--- src/rtl/uart_tx_fifo.sv ---
// Circular byte FIFO feeding a UART transmitter; issues a one-cycle start pulse per byte when the transmitter is idle.
// Push-to-start latency 1 cycle after the write edge; pushes into a full FIFO are dropped and flagged sticky.
module uart_tx_fifo #(
  parameter int DEPTH = 16,
  localparam int AW = $clog2(DEPTH)
) (
  input  logic          i_clk,
  input  logic          i_rst,
  input  logic          i_wr_en,
  input  logic [7:0]    i_wr_data,
  input  logic          i_clr_ovf,
  output logic          o_full,
  output logic          o_empty,
  output logic [AW:0]   o_count,
  output logic          o_overflow,
  output logic          o_tx_start,
  output logic [7:0]    o_tx_data,
  input  logic          i_tx_busy,
  output logic          o_idle
);

  typedef enum logic [1:0] {S_IDLE, S_START, S_WAIT} state_t;

  localparam logic [AW:0]   CNT_ONE = 1;
  localparam logic [AW-1:0] PTR_ONE = 1;
  localparam logic [AW:0]   CNT_MAX = DEPTH[AW:0];

  state_t        state, state_nx;
  logic [7:0]    mem [DEPTH];
  logic [AW-1:0] wr_ptr, rd_ptr;
  logic [AW:0]   count;
  logic          push, pop;

  assign o_count = count;
  assign o_full  = (count == CNT_MAX);
  assign o_empty = (count == '0);
  assign push    = i_wr_en && !o_full;
  assign o_idle  = o_empty && (state == S_IDLE) && !i_tx_busy;

  // i_tx_busy already covers our own start pulse, so S_WAIT cannot exit early.
  always_comb begin
    state_nx = state;
    pop      = 1'b0;
    case (state)
      S_IDLE: begin
        if (!o_empty && !i_tx_busy) begin
          pop      = 1'b1;
          state_nx = S_START;
        end
      end
      S_START: state_nx = S_WAIT;
      S_WAIT:  if (!i_tx_busy) state_nx = S_IDLE;
      default: state_nx = S_IDLE;
    endcase
  end

  always_ff @(posedge i_clk) begin
    if (push) mem[wr_ptr] <= i_wr_data;
  end

  always_ff @(posedge i_clk) begin
    if (i_rst) begin
      state      <= S_IDLE;
      wr_ptr     <= '0;
      rd_ptr     <= '0;
      count      <= '0;
      o_overflow <= 1'b0;
      o_tx_start <= 1'b0;
      o_tx_data  <= 8'h00;
    end else begin
      state      <= state_nx;
      o_tx_start <= pop;
      if (push) wr_ptr <= wr_ptr + PTR_ONE;
      if (pop) begin
        rd_ptr    <= rd_ptr + PTR_ONE;
        o_tx_data <= mem[rd_ptr];
      end
      case ({push, pop})
        2'b10:   count <= count + CNT_ONE;
        2'b01:   count <= count - CNT_ONE;
        default: count <= count;
      endcase
      // A drop in the same cycle as a clear keeps the flag set.
      if (i_wr_en && o_full) o_overflow <= 1'b1;
      else if (i_clr_ovf)    o_overflow <= 1'b0;
    end
  end

endmodule

--- config.mk ---
export PLATFORM = sky130hd
export DESIGN_NAME = uart_tx_fifo
export DESIGN_NICKNAME = d
export VERILOG_FILES = /design/src/rtl/uart_tx_fifo.sv
export SDC_FILE = /design/constraint.sdc
export NUM_CORES = 1
export LEC_CHECK = 0
export ABC_CLOCK_PERIOD_IN_PS = 7500
export CORE_AREA = 4 4 129 131
export DETAILED_ROUTE_END_ITERATION = 10
export DIE_AREA = 0 0 133 135
export DONT_BUFFER_PORTS = 1
export GPL_ROUTABILITY_DRIVEN = 0
export GPL_TIMING_DRIVEN = 1
export MAX_ROUTING_LAYER = met4
export PLACE_DENSITY_LB_ADDON = 0.1
export SYNTH_ARGS = -nofsm -noshare
export SYNTH_HDL_FRONTEND = slang
export SYNTH_SLANG_ARGS = --single-unit
export TNS_END_PERCENT = 20
--- constraint.sdc ---
create_clock -name i_clk -period 7.5 [get_ports i_clk]
set_input_delay 1.125 -clock i_clk [delete_from_list [all_inputs] [get_ports i_clk]]
set_output_delay 1.125 -clock i_clk [all_outputs]
set_load 0.02 [all_outputs]
# Yosys cells after proc, flatten, opt, wreduce, memory -nomap -nowiden
# Memories as Yosys holds them, arrays and structs flattened. A register that Yosys moved wholly into a read port is not among the register bits.
# Index checks and enable logic that the tools add are counted.
op_classes:
  add_sub_neg: 4
  eq_ne: 7
  n_mux: 10
  n_reduce_logical: 13
op_table:
  columns: ["operator", "n"]
  rows:
  - ["$pmux 5 s2", 1]
  - ["$add 4x1->4 const B", 2]
  - ["$mux 1", 6]
  - ["$pmux 2 s3", 1]
  - ["$add 5x1->5 const B", 1]
  - ["$eq 5x5->1 const B", 1]
  - ["$logic_and 1x1->1", 5]
  - ["$logic_not 5->1", 1]
  - ["$sub 5x1->5 const B", 1]
  - ["$eq 2x1->1 const B", 2]
  - ["$eq 2x2->1 const B", 2]
  - ["$mux 2", 2]
  - ["$reduce_bool 2->1", 2]
  - ["$logic_not 1->1", 3]
  - ["$logic_not 2->1", 1]
  - ["$ne 2x1->1 const B", 1]
  - ["$ne 2x2->1 const B", 1]
  - ["$reduce_and 2->1", 1]
totals:
  reg_bits: 17
  ram_bits: 128
  input_bits: 13
  out_inout_bits: 18
  word_cells: 41
  n_memories: 1
mem_list:
  columns: ["memory", "words", "word_bits", "read_ports", "rd_clocked_by_memory_dff", "write_ports", "line_no", "text"]
  rows:
  - ["mem", 16, 8, 1, 1, 1, "29", "logic [7:0] mem [DEPTH];"]

# Longest topological paths before layout
depth:
  ltp_word: 7
  depth_mapped: 12
  ltp_nobuf: 10

# Worst setup path before layout
# No wires, ideal clock.
synth_path:
  path_kind: "in2reg"
  startpoint: "input i_tx_busy"
  endpoint: "register count[4], in the netlist o_count[4]"
  arrival_ps: 3394
  t_required_ps: 7379
  path_slack_ps: 3986
  cell_stages: 11
  path_buffers: 2
  path_cell_list: "nor3_2 a21boi_0 clkbuf_1 ha_1 clkbuf_1 xor2_1 ha_1 a21o_1 nand3_1 a31oi_1 mux2_2"
synth_via:
  elab_chain_len: 6
synth_rtl:
  columns: ["item", "line_no", "text"]
  rows:
  - ["start: declaration", "18", "input logic i_tx_busy,"]
  - ["$logic_not 1->1 (*)", null, null]
  - ["$logic_and 1x1->1 (*)", "46", "if (!o_empty && !i_tx_busy) begin"]
  - ["$mux 1 (*)", "46", null]
  - ["$mux 1 (*)", "44", "case (state)"]
  - ["net pop", "32", "logic push, pop;"]
  - ["$eq 2x1->1 or $eq 2x2->1 (tied branches)", "78", "case ({push, pop})"]
  - ["$pmux 5 s2 or $reduce_bool 2->1 (tied branches)", null, null]
  - ["end signal: assignment", "79", "2'b10: count <= count + CNT_ONE;"]
  - ["end signal: assignment", "80", "2'b01: count <= count - CNT_ONE;"]
  - ["end signal: assignment", "81", "default: count <= count;"]
  - ["end: declaration", "31", "logic [AW:0] count;"]
# Mark *: on every way through the listed nets, which the timed path passes. The rest lies on a longest branch.
# A chain may end at the register's enable or synchronous reset.

# Worst setup path in the final report
layout_path:
  startpoint: "register count[1], in the netlist o_count[1]"
  endpoint: "output o_full"
layout_via:
  elab_chain_len: 1
layout_rtl:
  columns: ["item", "line_no", "text"]
  rows:
  - ["$eq 5x5->1", "35", "assign o_full = (count == CNT_MAX);"]
  - ["end: declaration", "12", "output logic o_full,"]
# No other way between the ends.

==> reports/metrics.csv <==
stage,metric,value,unit
final_layout,fin area,6910,um^2
yosys,Synth Cell Area,6140,um^2
clock_tree,TritonCTS Buffers,17,
power_and_ir_drop,Net Sw Frac,0.292,
power_and_ir_drop,combinational power share,0.156,
power_and_ir_drop,Max VDD drop,0.154,mV
clock_tree,Clock Latency Late Sink,430,ps
yosys,Seq cells post-synth,153,
yosys,"Async S/R FF share, synth",0,
die,Die X-Extent,133,um
placed_design,DP Worst Slack,4130,ps
setup_path,CP Cell Sequence,or4_4 > nor2_1,
drt,DR iter-0 viols,156,
die,die height,135,um
placed_design,Port Buffer Count,0,
setup_path,CP startpoint,o_count[1],
final_layout,multi-input logic area,1670,um^2
clock_tree,CTS Buffer Depth,2,
drt,Via density,5.18,
die,row count,46,
die,Die Area,18000,um^2
grt,Congestion Overflow GR,0,
setup_path,worst path arrival time,1930,ps
clock_tree,CTS root buffer,clkbuf_16,
final_layout,Sequential Area,4350,um^2
die,core area,15600,um^2
clock_tree,post-cts hold buffer count,0,
clock_tree,# resized after CTS,0,
yosys,YS warnings,0,
final_layout,layout cell share with drive strength beyond 1,0.149,
sta,fmax,0.328,GHz
yosys,syn_nets,401,
grt,first-pass GRT wire length,19300,um
die,I/O pins,31,
sta,final worst-path cycle share,0.407,
yosys,ys flop type,edfxtp_1,
final_layout,diode count,0,
placed_design,Post-DP HPWL,8140,um
min_path,Hold Path Class,register to register,
sta,Clock Skew,9.06,ps
clock_tree,H-tree level count,4,
final_layout,area grow syn2layout,12.6,%
sta,# setup viols final,0,
power_and_ir_drop,clock power share,0.361,
final_layout,post-route insts no fill,613,
drt,DR DRC count,0,
clock_tree,Post-CTS Setup Inserts,0,
sta,Worst-Margin Slew,1130,ps
sta,Setup TNS,0,ps
drt,total wire length,12700,um
drt,post-route ant nets,0,
setup_path,worst r2r src,o_count[1],
sta,unrepaired setup endpoints after global routing,false,
grt,global-route usage over all layers,0.155,
setup_path,critical path peak fanout,10,
sta,Tmin final,3050,ps
yosys,"EDFF count, synth",128,
sta,Final Max Slew Viols,0,
power_and_ir_drop,PwrDens,328,nW/um^2
setup_path,Critical Path Max Stage Delay,640,ps
flow_run,max_cap viols,0,
placed_design,Placed Area,6350,um^2
yosys,Netlist cell types,41,
die,Initial Util,0.394,
power_and_ir_drop,share of power burned in registers,0.483,
setup_path,worst endpoint required time,6380,ps
grt,vias in the first global route,3149,
grt,initial antenna violation count,0,
drt,Vias,3173,
final_layout,Filler cells,1381,
final_layout,nets,405,
sta,setup slack after layout,4450,ps
power_and_ir_drop,Leak,0.00218,uW
min_path,HP Start,state[0],
clock_tree,Clock transition at path regs,70,ps
yosys,sequential area share after synthesis,0.708,
yosys,Gate Count Post-Synth,380,
placed_design,dpl cells,581,
clock_tree,CTS tree,done,
setup_path,Setup crit end kind,primary output,
sta,max_slew headroom,0.238,
setup_path,startpoint types,register,
clock_tree,clk sinks,153,
sta,final hold vios,0,
power_and_ir_drop,Psw,661,uW
setup_path,Worst path slowest cell,or4_4,
run_status,outcome,"complete, no violations",
grt,largest net degree at the start of global routing,43,
yosys,Mean Syn Cell Area,16.2,um^2
drt,drt pass-1 iters,4,
power_and_ir_drop,Internal Pwr Total,1600,uW
power_and_ir_drop,Total Power,2260,uW
setup_path,Crit Path Class,register to primary output,
drt,drt wl/cell,20.7,um
worst paths after layout:
kind / to / slack (ps) / cells after the start
setup / recovery: o_full / 4450 / 2
hold / removal: state[1] / 500 / 2
setup reg to reg: o_count[4] / 4480 / 10
hold reg to reg: state[1] / 500 / 2
layout by cell type (no fill, tap or decap), types with 6 or more instances in the layout:
master,synthesis,layout
dfxtp_1,25,24
edfxtp_1,128,128
o22ai_1,16,16
ha_1,8,8
mux4_2,16,16
a211oi_1,8,8
buf_4,1,6
nor2_1,37,37
mux2i_1,35,35
xor2_1,7,7
nand2_1,14,14
clkbuf_16,0,17
a311oi_1,8,8
synth_stat cells (7+ instances only):
cell type | count | area [um^2]
buf_2 | 9 | 45.0
mux2i_1 | 35 | 350
a211oi_1 | 8 | 60.1
a311oi_1 | 8 | 70.1
mux4_2 | 16 | 360
edfxtp_1 | 128 | 3840
ha_1 | 8 | 100
o22ai_1 | 16 | 100
clkbuf_1 | 9 | 33.8
xor2_1 | 7 | 61.3
nor2_1 | 37 | 139
nand2_1 | 14 | 52.6
dfxtp_1 | 25 | 500
worst max-delay path, delay by kind of cell, from the launching register on:
family,cells,cell delay [ps]
simple gates,2,1030
flops,1,480
per-layer routing:
| layer | wire, um | global-route usage | vias to the layer above |
|---|---|---|---|
| li1 | - | - | 1486 |
| met1 | 5760 | 0.200 | 1596 |
| met2 | 5940 | 0.228 | 68 |
| met3 | 652 | 0.0447 | 23 |
| met4 | 335 | 0.0710 | 0 |
| met5 | 0 | - | - |
flip-flops by register name, summed over array words and instances (netlist names):
name,count
o_overflow,1
state,2
wr_ptr,4
o_tx_start,1
rd_ptr,4
o_tx_data,8
mem,128
o_count,5
through the flow:
stage          utilization  hold slack, ps
2_1_floorplan            -             468
3_3_place_gp         0.407             474
3_5_place_dp         0.407             495
4_1_cts              0.443             502
5_1_grt              0.443             552
6_report             0.443             502
power by group through the flow:
stage                     Clock [uW]  Combinational, uW  Sequential (uW)
after floorplan                    0                311             1090
after global placement             0                357             1110
after detailed placement           0                361             1110
after CTS                        839                362             1100
after global routing             876                395             1100
final                            819                352             1090
cells by family after synthesis:
kind of cell	after synthesis	synth area share
AO/OA/AOI/OAI	49	0.0575
XOR/XNOR	9	0.0128
adder cells (fa/ha/maj)	8	0.0163
buffers and inverters	26	0.0208
flip-flops	153	0.708
multiplexers	53	0.119
AND/OR/NAND/NOR	82	0.0656
cell type report:
type | instances | area share
clock buffers | 17 | 0.0615
clock inverters | 15 | 0.0203
inverters | 5 | 0.00271
multi-input cells | 201 | 0.241
flip-flops and latches | 153 | 0.629
well taps | 216 | 0.0391
repair buffers | 6 | 0.00652
Power figures use the tool's default switching activity.
